`src/rtl/frame_downloader_crop.sv`:
```
// Cropped frame reader: bursts a window of a stored frame from memory into a
// local buffer, then unpacks each word into pixels for the display queue.
module frame_downloader_crop #(
  parameter int MEMORY_BURST      = 32,
  parameter int ADDR_WIDTH        = 21,
  parameter int DATA_WIDTH        = 32,
  parameter int PIXEL_WIDTH       = 16,
  parameter int FRAME_WIDTH       = 480,
  parameter int FRAME_HEIGHT      = 272,
  parameter int ORIG_FRAME_WIDTH  = 640,
  parameter int ORIG_FRAME_HEIGHT = 480,
  parameter int X_OFFSET          = 80,
  parameter int Y_OFFSET          = 104
) (
  input  logic                                   clk,
  input  logic                                   reset,
  input  logic                                   start,
  input  logic [ADDR_WIDTH-1:0]                  base_addr,
  output logic                                   busy,
  output logic                                   download_done,
  output logic                                   read_rq,
  output logic [ADDR_WIDTH-1:0]                  read_addr,
  output logic [$clog2(MEMORY_BURST+1)-1:0]      read_len,
  input  logic                                   read_ack,
  input  logic                                   read_valid,
  input  logic [DATA_WIDTH-1:0]                  read_data,
  input  logic                                   queue_full,
  output logic                                   wr_en,
  output logic [PIXEL_WIDTH:0]                   queue_data
);

  localparam int PPW     = DATA_WIDTH / PIXEL_WIDTH;
  localparam int WPL     = FRAME_WIDTH / PPW;
  localparam int OWPL    = ORIG_FRAME_WIDTH / PPW;
  localparam int X_WORDS = X_OFFSET / PPW;
  localparam int LEN_W   = $clog2(MEMORY_BURST + 1);
  localparam int IDX_W   = (MEMORY_BURST > 1) ? $clog2(MEMORY_BURST) : 1;
  localparam int PIX_W   = (PPW > 1) ? $clog2(PPW) : 1;
  localparam int ROW_W   = $clog2(FRAME_HEIGHT + 1);
  localparam int COL_W   = $clog2(WPL + 1);

  // Geometry sanity: a bad window would silently read outside the stored frame.
  if (DATA_WIDTH % PIXEL_WIDTH != 0) begin : g_bad_ratio
    $error("DATA_WIDTH must be a multiple of PIXEL_WIDTH");
  end
  if ((FRAME_WIDTH % PPW != 0) || (ORIG_FRAME_WIDTH % PPW != 0) || (X_OFFSET % PPW != 0)) begin : g_bad_align
    $error("frame widths and X_OFFSET must be multiples of pixels per word");
  end
  if ((X_OFFSET + FRAME_WIDTH > ORIG_FRAME_WIDTH) || (Y_OFFSET + FRAME_HEIGHT > ORIG_FRAME_HEIGHT)) begin : g_bad_window
    $error("crop window exceeds stored frame");
  end

  typedef enum logic [2:0] {
    S_IDLE,
    S_REQUEST,
    S_FILL,
    S_DRAIN,
    S_NEXT,
    S_DONE
  } state_t;

  state_t                state_q, state_d;
  logic [ADDR_WIDTH-1:0] base_q, base_d;
  logic [ROW_W-1:0]      row_q, row_d;
  logic [COL_W-1:0]      col_q, col_d;
  logic [ADDR_WIDTH-1:0] addr_q, addr_d;
  logic [LEN_W-1:0]      len_q, len_d;
  logic [LEN_W-1:0]      fill_idx_q, fill_idx_d;
  logic [LEN_W-1:0]      word_idx_q, word_idx_d;
  logic [PIX_W-1:0]      pix_idx_q, pix_idx_d;
  logic                  sof_q, sof_d;

  logic [DATA_WIDTH-1:0] burst_buf_q [MEMORY_BURST];
  logic                  buf_we;
  logic [DATA_WIDTH-1:0] cur_word;
  logic [PIXEL_WIDTH-1:0] cur_pixel;
  logic [COL_W-1:0]      col_next;
  logic [ROW_W-1:0]      row_next;

  function automatic logic [ADDR_WIDTH-1:0] line_addr(
    input logic [ADDR_WIDTH-1:0] base,
    input logic [ROW_W-1:0]      row,
    input logic [COL_W-1:0]      col
  );
    logic [ADDR_WIDTH-1:0] offset;
    offset = ADDR_WIDTH'((Y_OFFSET + int'(row)) * OWPL + X_WORDS + int'(col));
    return base + offset;
  endfunction

  // Full bursts until the tail of the line; the tail burst carries the remainder.
  function automatic logic [LEN_W-1:0] burst_len(input logic [COL_W-1:0] col);
    int remaining;
    remaining = WPL - int'(col);
    return (remaining > MEMORY_BURST) ? LEN_W'(MEMORY_BURST) : LEN_W'(remaining);
  endfunction

  assign read_addr = addr_q;
  assign read_len  = len_q;
  assign cur_word  = burst_buf_q[word_idx_q[IDX_W-1:0]];
  assign cur_pixel = PIXEL_WIDTH'(cur_word >> (int'(pix_idx_q) * PIXEL_WIDTH));

  always_comb begin
    state_d       = state_q;
    base_d        = base_q;
    row_d         = row_q;
    col_d         = col_q;
    addr_d        = addr_q;
    len_d         = len_q;
    fill_idx_d    = fill_idx_q;
    word_idx_d    = word_idx_q;
    pix_idx_d     = pix_idx_q;
    sof_d         = sof_q;
    col_next      = col_q;
    row_next      = row_q;
    buf_we        = 1'b0;
    read_rq       = 1'b0;
    wr_en         = 1'b0;
    download_done = 1'b0;
    queue_data    = '0;
    busy          = (state_q != S_IDLE);

    case (state_q)
      S_IDLE: begin
        if (start) begin
          base_d  = base_addr;
          row_d   = '0;
          col_d   = '0;
          sof_d   = 1'b1;
          addr_d  = line_addr(base_addr, '0, '0);
          len_d   = burst_len('0);
          state_d = S_REQUEST;
        end
      end

      S_REQUEST: begin
        read_rq = 1'b1;
        if (read_ack) begin
          fill_idx_d = '0;
          state_d    = S_FILL;
        end
      end

      S_FILL: begin
        if (read_valid) begin
          buf_we     = 1'b1;
          fill_idx_d = fill_idx_q + LEN_W'(1);
          if (fill_idx_q == len_q - LEN_W'(1)) begin
            word_idx_d = '0;
            pix_idx_d  = '0;
            state_d    = S_DRAIN;
          end
        end
      end

      // The pointer only moves on accepted writes, so queue stalls lose nothing.
      S_DRAIN: begin
        queue_data = {sof_q, cur_pixel};
        wr_en      = !queue_full;
        if (wr_en) begin
          sof_d = 1'b0;
          if (pix_idx_q == PIX_W'(PPW - 1)) begin
            pix_idx_d = '0;
            if (word_idx_q == len_q - LEN_W'(1)) begin
              state_d = S_NEXT;
            end else begin
              word_idx_d = word_idx_q + LEN_W'(1);
            end
          end else begin
            pix_idx_d = pix_idx_q + PIX_W'(1);
          end
        end
      end

      S_NEXT: begin
        col_next = col_q + COL_W'(len_q);
        if (col_next == COL_W'(WPL)) begin
          col_next = '0;
          row_next = row_q + ROW_W'(1);
        end
        col_d = col_next;
        row_d = row_next;
        if (row_next == ROW_W'(FRAME_HEIGHT)) begin
          state_d = S_DONE;
        end else begin
          addr_d  = line_addr(base_q, row_next, col_next);
          len_d   = burst_len(col_next);
          state_d = S_REQUEST;
        end
      end

      S_DONE: begin
        download_done = 1'b1;
        state_d       = S_IDLE;
      end

      default: state_d = S_IDLE;
    endcase
  end

  always_ff @(posedge clk) begin
    if (reset) begin
      state_q    <= S_IDLE;
      base_q     <= '0;
      row_q      <= '0;
      col_q      <= '0;
      addr_q     <= '0;
      len_q      <= '0;
      fill_idx_q <= '0;
      word_idx_q <= '0;
      pix_idx_q  <= '0;
      sof_q      <= 1'b0;
    end else begin
      state_q    <= state_d;
      base_q     <= base_d;
      row_q      <= row_d;
      col_q      <= col_d;
      addr_q     <= addr_d;
      len_q      <= len_d;
      fill_idx_q <= fill_idx_d;
      word_idx_q <= word_idx_d;
      pix_idx_q  <= pix_idx_d;
      sof_q      <= sof_d;
    end
  end

  // Buffer contents are only read after being filled, so no reset is needed.
  always_ff @(posedge clk) begin
    if (buf_we) begin
      burst_buf_q[fill_idx_q[IDX_W-1:0]] <= read_data;
    end
  end

endmodule
```
`config.mk`:
```
export PLATFORM = sky130hd
export DESIGN_NAME = frame_downloader_crop
export DESIGN_NICKNAME = d
export VERILOG_FILES = /design/src/rtl/frame_downloader_crop.sv
export SDC_FILE = /design/constraint.sdc
export NUM_CORES = 1
export LEC_CHECK = 0
export CORE_UTILIZATION = 26
export DETAILED_ROUTE_END_ITERATION = 10
export PLACE_DENSITY = 0.4
export SLEW_MARGIN = 15
export SYNTH_ARGS = -nofsm -noshare
export SYNTH_HDL_FRONTEND = slang
export SYNTH_SLANG_ARGS = --single-unit
```
`constraint.sdc`:
```
create_clock -name clk -period 12.3 [get_ports clk]
set_input_delay 1.845 -clock clk [delete_from_list [all_inputs] [get_ports clk]]
set_output_delay 1.845 -clock clk [all_outputs]
set_load 0.03 [all_outputs]
```
After elaboration in Yosys (flattened, before gate mapping)
Memories as Yosys holds them, arrays and structs flattened. A register that Yosys moved wholly into a read port is not among the register bits.
Index checks and enable logic that the tools add are counted.
{"block": "totals", "elab_cells": 110, "n_memories": 1, "input_bits": 59, "ramBits": 1024, "ff_bits": 82}
{"name": "burst_buf_q", "words": 32, "width": 32, "rd": 1, "rd_ports_with_merged_regs": 1, "write_ports": 1, "line": "73", "source": "logic [DATA_WIDTH-1:0] burst_buf_q [MEMORY_BURST];"}
{"block": "classes", "eq_ne": 18, "muxes": 51, "n_lt_le_gt_ge": 1, "n_addsub": 12, "n_shift": 1, "n_mul": 1, "n_reduce_logical": 15}
{"cell": "$mux 6", "n": 10}
{"cell": "$mux 21", "n": 2}
{"cell": "$pmux 21 s2", "n": 1}
{"cell": "$pmux 6 s2", "n": 3}
{"cell": "$shr 32x5->16", "n": 1}
{"cell": "$mux 9", "n": 3}
{"cell": "$mux 3", "n": 8}
{"cell": "$mux 8", "n": 3}
{"cell": "$add 20x8->21", "n": 1}
{"cell": "$add 21x16->21 const B", "n": 1}
{"cell": "$add 21x21->21", "n": 1}
{"cell": "$add 19x6->20 const B", "n": 1}
{"cell": "$ne 2x2->1 const B", "n": 9}
{"cell": "$pmux 9 s2", "n": 1}
{"cell": "$mux 17", "n": 1}
{"cell": "$pmux 8 s2", "n": 1}
{"cell": "$pmux 3 s5", "n": 1}
{"cell": "$mul 10x3->13 const B", "n": 1}
{"cell": "$mux 1", "n": 13}
{"cell": "$add 6x1->6 const B", "n": 2}
{"cell": "$eq 6x6->1", "n": 2}
{"cell": "$add 7x9->10 const A", "n": 1}
{"cell": "$mux 5", "n": 2}
{"cell": "$add 9x1->9 const B", "n": 1}
{"cell": "other kinds (20)", "n": 29}

Logic depth before layout (Yosys ltp)
{"block": "depth", "word_depth": 11, "ltp_mapped": 32, "depth_no_buf": 31}

Worst setup path before layout
Ideal clock, no wire load.
{"block": "synth_path", "path_kind": "register to register", "start": "register len_q[0], in the netlist read_len[0]", "end": "register addr_q[20], in the netlist read_addr[20]", "synth_period_minus_slack_ns": 6.536, "stages_incl_launch_ff": 32, "t_arrival_ns": 6.420, "path_slack_ns": 5.764, "setup_ns": 0.116, "path_buffers": 0, "path_cell_list": "dfxtp_1 ha_1 fa_1 inv_1 ha_1 o211ai_1 nor2_1 nand4_1 xor2_1 inv_1 ha_1 ha_1 inv_1 fa_1 inv_1 a21oi_1 o21bai_1 a21oi_1 o21bai_1 a21o_1 a21oi_1 xnor2_1 ha_1 ha_1 o21ai_0 nand2b_1 nand2_1 nor2_1 a311o_1 xor2_1 o2111a_1 a31o_1"}
{"block": "synth_between", "elab_chain_len": 11}
{"element": "from (decl)", "line": "67", "source": "logic [LEN_W-1:0] len_q, len_d;"}
{"element": "from (signal assigned)", "line": "218", "source": "len_q <= len_d;"}
{"element": "$add 8x6->8 *", "line": "175", "source": "col_next = col_q + COL_W'(len_q);"}
{"element": "$eq 8x8->1", "line": "176", "source": "if (col_next == COL_W'(WPL)) begin"}
{"element": "$mux 9", "line": "176"}
{"element": "$mux 9", "line": "122", "source": "case (state_q)"}
{"element": "$add 7x9->10", "line": "86", "source": "offset = ADDR_WIDTH'((Y_OFFSET + int'(row)) * OWPL + X_WORDS + int'(col));"}
{"element": "$mul 10x3->13", "line": "86"}
{"element": "$add 19x6->20", "line": "86"}
{"element": "$add 20x8->21", "line": "86"}
{"element": "$add 21x21->21", "line": "87", "source": "return base + offset;"}
{"element": "$mux 21", "line": "182", "source": "if (row_next == ROW_W'(FRAME_HEIGHT)) begin"}
{"element": "$pmux 21 s2", "line": "122"}
{"element": "to (signal assigned)", "line": "217", "source": "addr_q <= addr_d;"}
{"element": "to (decl)", "line": "66", "source": "logic [ADDR_WIDTH-1:0] addr_q, addr_d;"}
Every way passes the cells marked *; elsewhere a longest branch is shown, timed or not. The select of a mux whose other input is x is not followed.
A chain may end at the register's enable or synchronous reset.

==> flow_metrics.env <==
export IMPL_first_iter_violations=1921
export IMPL_grt_overflow_total=0
export IMPL_most_common_layout_cells="edfxtp_1, mux4_2, clkbuf_16, nand2_1, clkdlybuf4s50_1"
export IMPL_maxClockFrequency_mhz=133
export IMPL_die_width_um=421
export IMPL_ys_seq_elements=1111
export IMPL_grt_max_degree=132
export IMPL_fin_util_pct=31.0
export IMPL_power_density_nw_per_um2=156
export IMPL_relSlewSlack_pct=25.8
export IMPL_numCtsBuffers=132
export IMPL_num_nets_final=2651
export IMPL_synth_area_um2=45600
export IMPL_vias=23400
export IMPL_syn_nets=2470
export IMPL_wl_um=133000
export IMPL_startpoint_type="register"
export IMPL_cp_end_kind="primary output"
export IMPL_grt_pass1_vias=24800
export IMPL_cp_arrival_ps=5700
export IMPL_seqCellArea_um2=32500
export IMPL_clkSinkCount=1111
export IMPL_synth_avg_cell_area_um2=19.5
export IMPL_report_power_total_mw=8.39
export IMPL_hold_viol=0
export IMPL_drc=0
export IMPL_antenna_found_initial=20
export IMPL_setup_viol=0
export IMPL_grt_usage_pct=15.2
export IMPL_p_leak_nw=16.5
export IMPL_ys_warn_count=0
export IMPL_cts_repair_resized=0
export IMPL_hold_ws_ps=453
export IMPL_clock_skew_ps=41.3
export IMPL_die_area_um2=177000
export IMPL_status="complete, no violations"
export IMPL_row_count=153
export IMPL_postSynth_asyncResetShare_pct=0
export IMPL_period_share_pct=61.3
export IMPL_vias_per_cell=4.74
export IMPL_synth_cells=2337
export IMPL_synth_edf_count=1024
export IMPL_hold_class="reg2reg"
export IMPL_clockBufferDepth=3
export IMPL_worstSetupPathType="reg2out"
export IMPL_seq_area_frac_synth_pct=71.2
export IMPL_clkTransAtPathRegs_ps=50
export IMPL_fill_cells=16700
export IMPL_dr_pass1_iters=5
export IMPL_multi_input_comb_area_um2=12800
export IMPL_final_common_cell="edfxtp_1"
export IMPL_core_um2=174000
export IMPL_grt_first_pass_wirelength_um=189000
export IMPL_hpwlAfterDp_um=73600
export IMPL_vdd_drop_max_mv=0.153
export IMPL_portBuffers=106
export IMPL_min_period_ps=7540
export IMPL_yosys_cell_types_count=79
export IMPL_antenna_left=0
export IMPL_gp_congestion=0.751
export IMPL_ctsRootBufferMaster="clkbuf_16"
export IMPL_cts_setup_buffers=0
export IMPL_syn2layout_area_growth_pct=18.1
export IMPL_initial_core_util_pct=26.2
export IMPL_avgRoutedWirePerCell_um=26.9
export IMPL_synthFlopType="edfxtp_1"
export IMPL_required_ps=10450
export IMPL_fp_dieH_um=421
export IMPL_setup_tns_ps=0
export IMPL_pin_count=107
export IMPL_max_cap_viol_count=0
export IMPL_h_tree_depth=4
export IMPL_drv_slew=0
export IMPL_cts_tree="done"
export IMPL_drive_gt1_share_pct=24.3
export IMPL_clkLatencyLatePin_ps=760
export IMPL_crit_path_max_fanout=37
export IMPL_rsz0062_at_grt="false"
export IMPL_worstMarginPinSlew_ps=1110
export IMPL_cts_hold_buf=0
[Yosys cell counts (7+ instances only)]
| library cell | instances | area (µm²) |
|---|---|---|
| a21oi_1 | 85 | 425 |
| nor2_1 | 106 | 398 |
| mux4_2 | 336 | 7570 |
| nand4_1 | 14 | 87.6 |
| nor3_1 | 21 | 105 |
| clkbuf_1 | 76 | 285 |
| o21ai_0 | 34 | 170 |
| edfxtp_1 | 1024 | 30700 |
| inv_1 | 47 | 176 |
| dfxtp_1 | 87 | 1740 |
| nand3_1 | 17 | 85.1 |
| a211oi_1 | 8 | 60.1 |
| xor2_1 | 28 | 245 |
| xnor2_1 | 42 | 368 |
| nand2_1 | 113 | 424 |
| o2111ai_1 | 8 | 70.1 |
| nor4_1 | 7 | 43.8 |
| buf_1 | 32 | 120 |
| ha_1 | 69 | 863 |
| a21o_1 | 11 | 82.6 |
| and2_1 | 21 | 131 |
| and3_1 | 9 | 56.3 |
[layer usage]
layer | routed length (µm) | vias up | global-route usage [%]
li1 | - | 9996 | -
met1 | 57200 | 12700 | 19.7
met2 | 67600 | 551 | 26.2
met3 | 5440 | 186 | 2.67
met4 | 2740 | 10 | 3.98
met5 | 57 | - | 0
[sequential cells by signal (all words and copies together), names as in the netlist, named ones only]
signal	flops
burst_buf_q	1024
base_q	21
read_addr	21
row_q	9
col_q	8
fill_idx_q	6
read_len	6
word_idx_q	6
state_q	3
pix_idx_q	1
sof_q	1
[report_power, final]
group	switching (mW)	internal, mW	total [mW]
clock	1.59	2.09	3.68
combinational	0.327	0.174	0.501
sequential	0.0338	4.17	4.21
total	1.95	6.44	8.39
[through the flow]
stage | worst slack [ps] | std cells | area [µm²]
2_1_floorplan | 5760 | 2337 | 45600
3_3_place_gp | 5120 | 4709 | 49800
3_5_place_dp | 5220 | 4709 | 49800
4_1_cts | 4450 | 4939 | 53900
5_1_grt | 4350 | 4940 | 53900
6_report | 4760 | 4940 | 53900
[worst max-delay path, stage by stage, from the launching register on]
cell and delay (ps):
dfxtp_4 830, buf_4 720, buf_4 720, mux4_2 590, mux4_2 520, mux4_2 550
and2_1 270, clkdlybuf4s50_1 630
[logic make-up after synthesis]
group / synth area share, %
AO/OA/AOI/OAI: 3.46
buffers and inverters: 1.33
multiplexers: 16.7
AND/OR/NAND/NOR: 3.63
flip-flops: 71.2
XOR/XNOR: 1.58
adder cells (fa/ha/maj): 2.11
[final timing paths]
check / endpoint / start / slack, ps / cells after the start
setup / recovery: queue_data[0] / register / 4760 / 7
hold / removal: read_addr[18] / read_addr[18] / 450 / 2
setup reg to reg: read_addr[20] / read_len[0] / 5220 / 30
hold reg to reg: read_addr[18] / read_addr[18] / 450 / 2
[cell type report]
type	count	area share [%]
clock buffer	160	6.38
sequential	1111	60.3
clock inverter	70	1.13
multi-input combinational	1067	23.7
inverter	47	0.327
tap	2325	5.40
antenna	1	0.00465
timing repair buffer	159	2.73
Power figures use the tool's default switching activity.
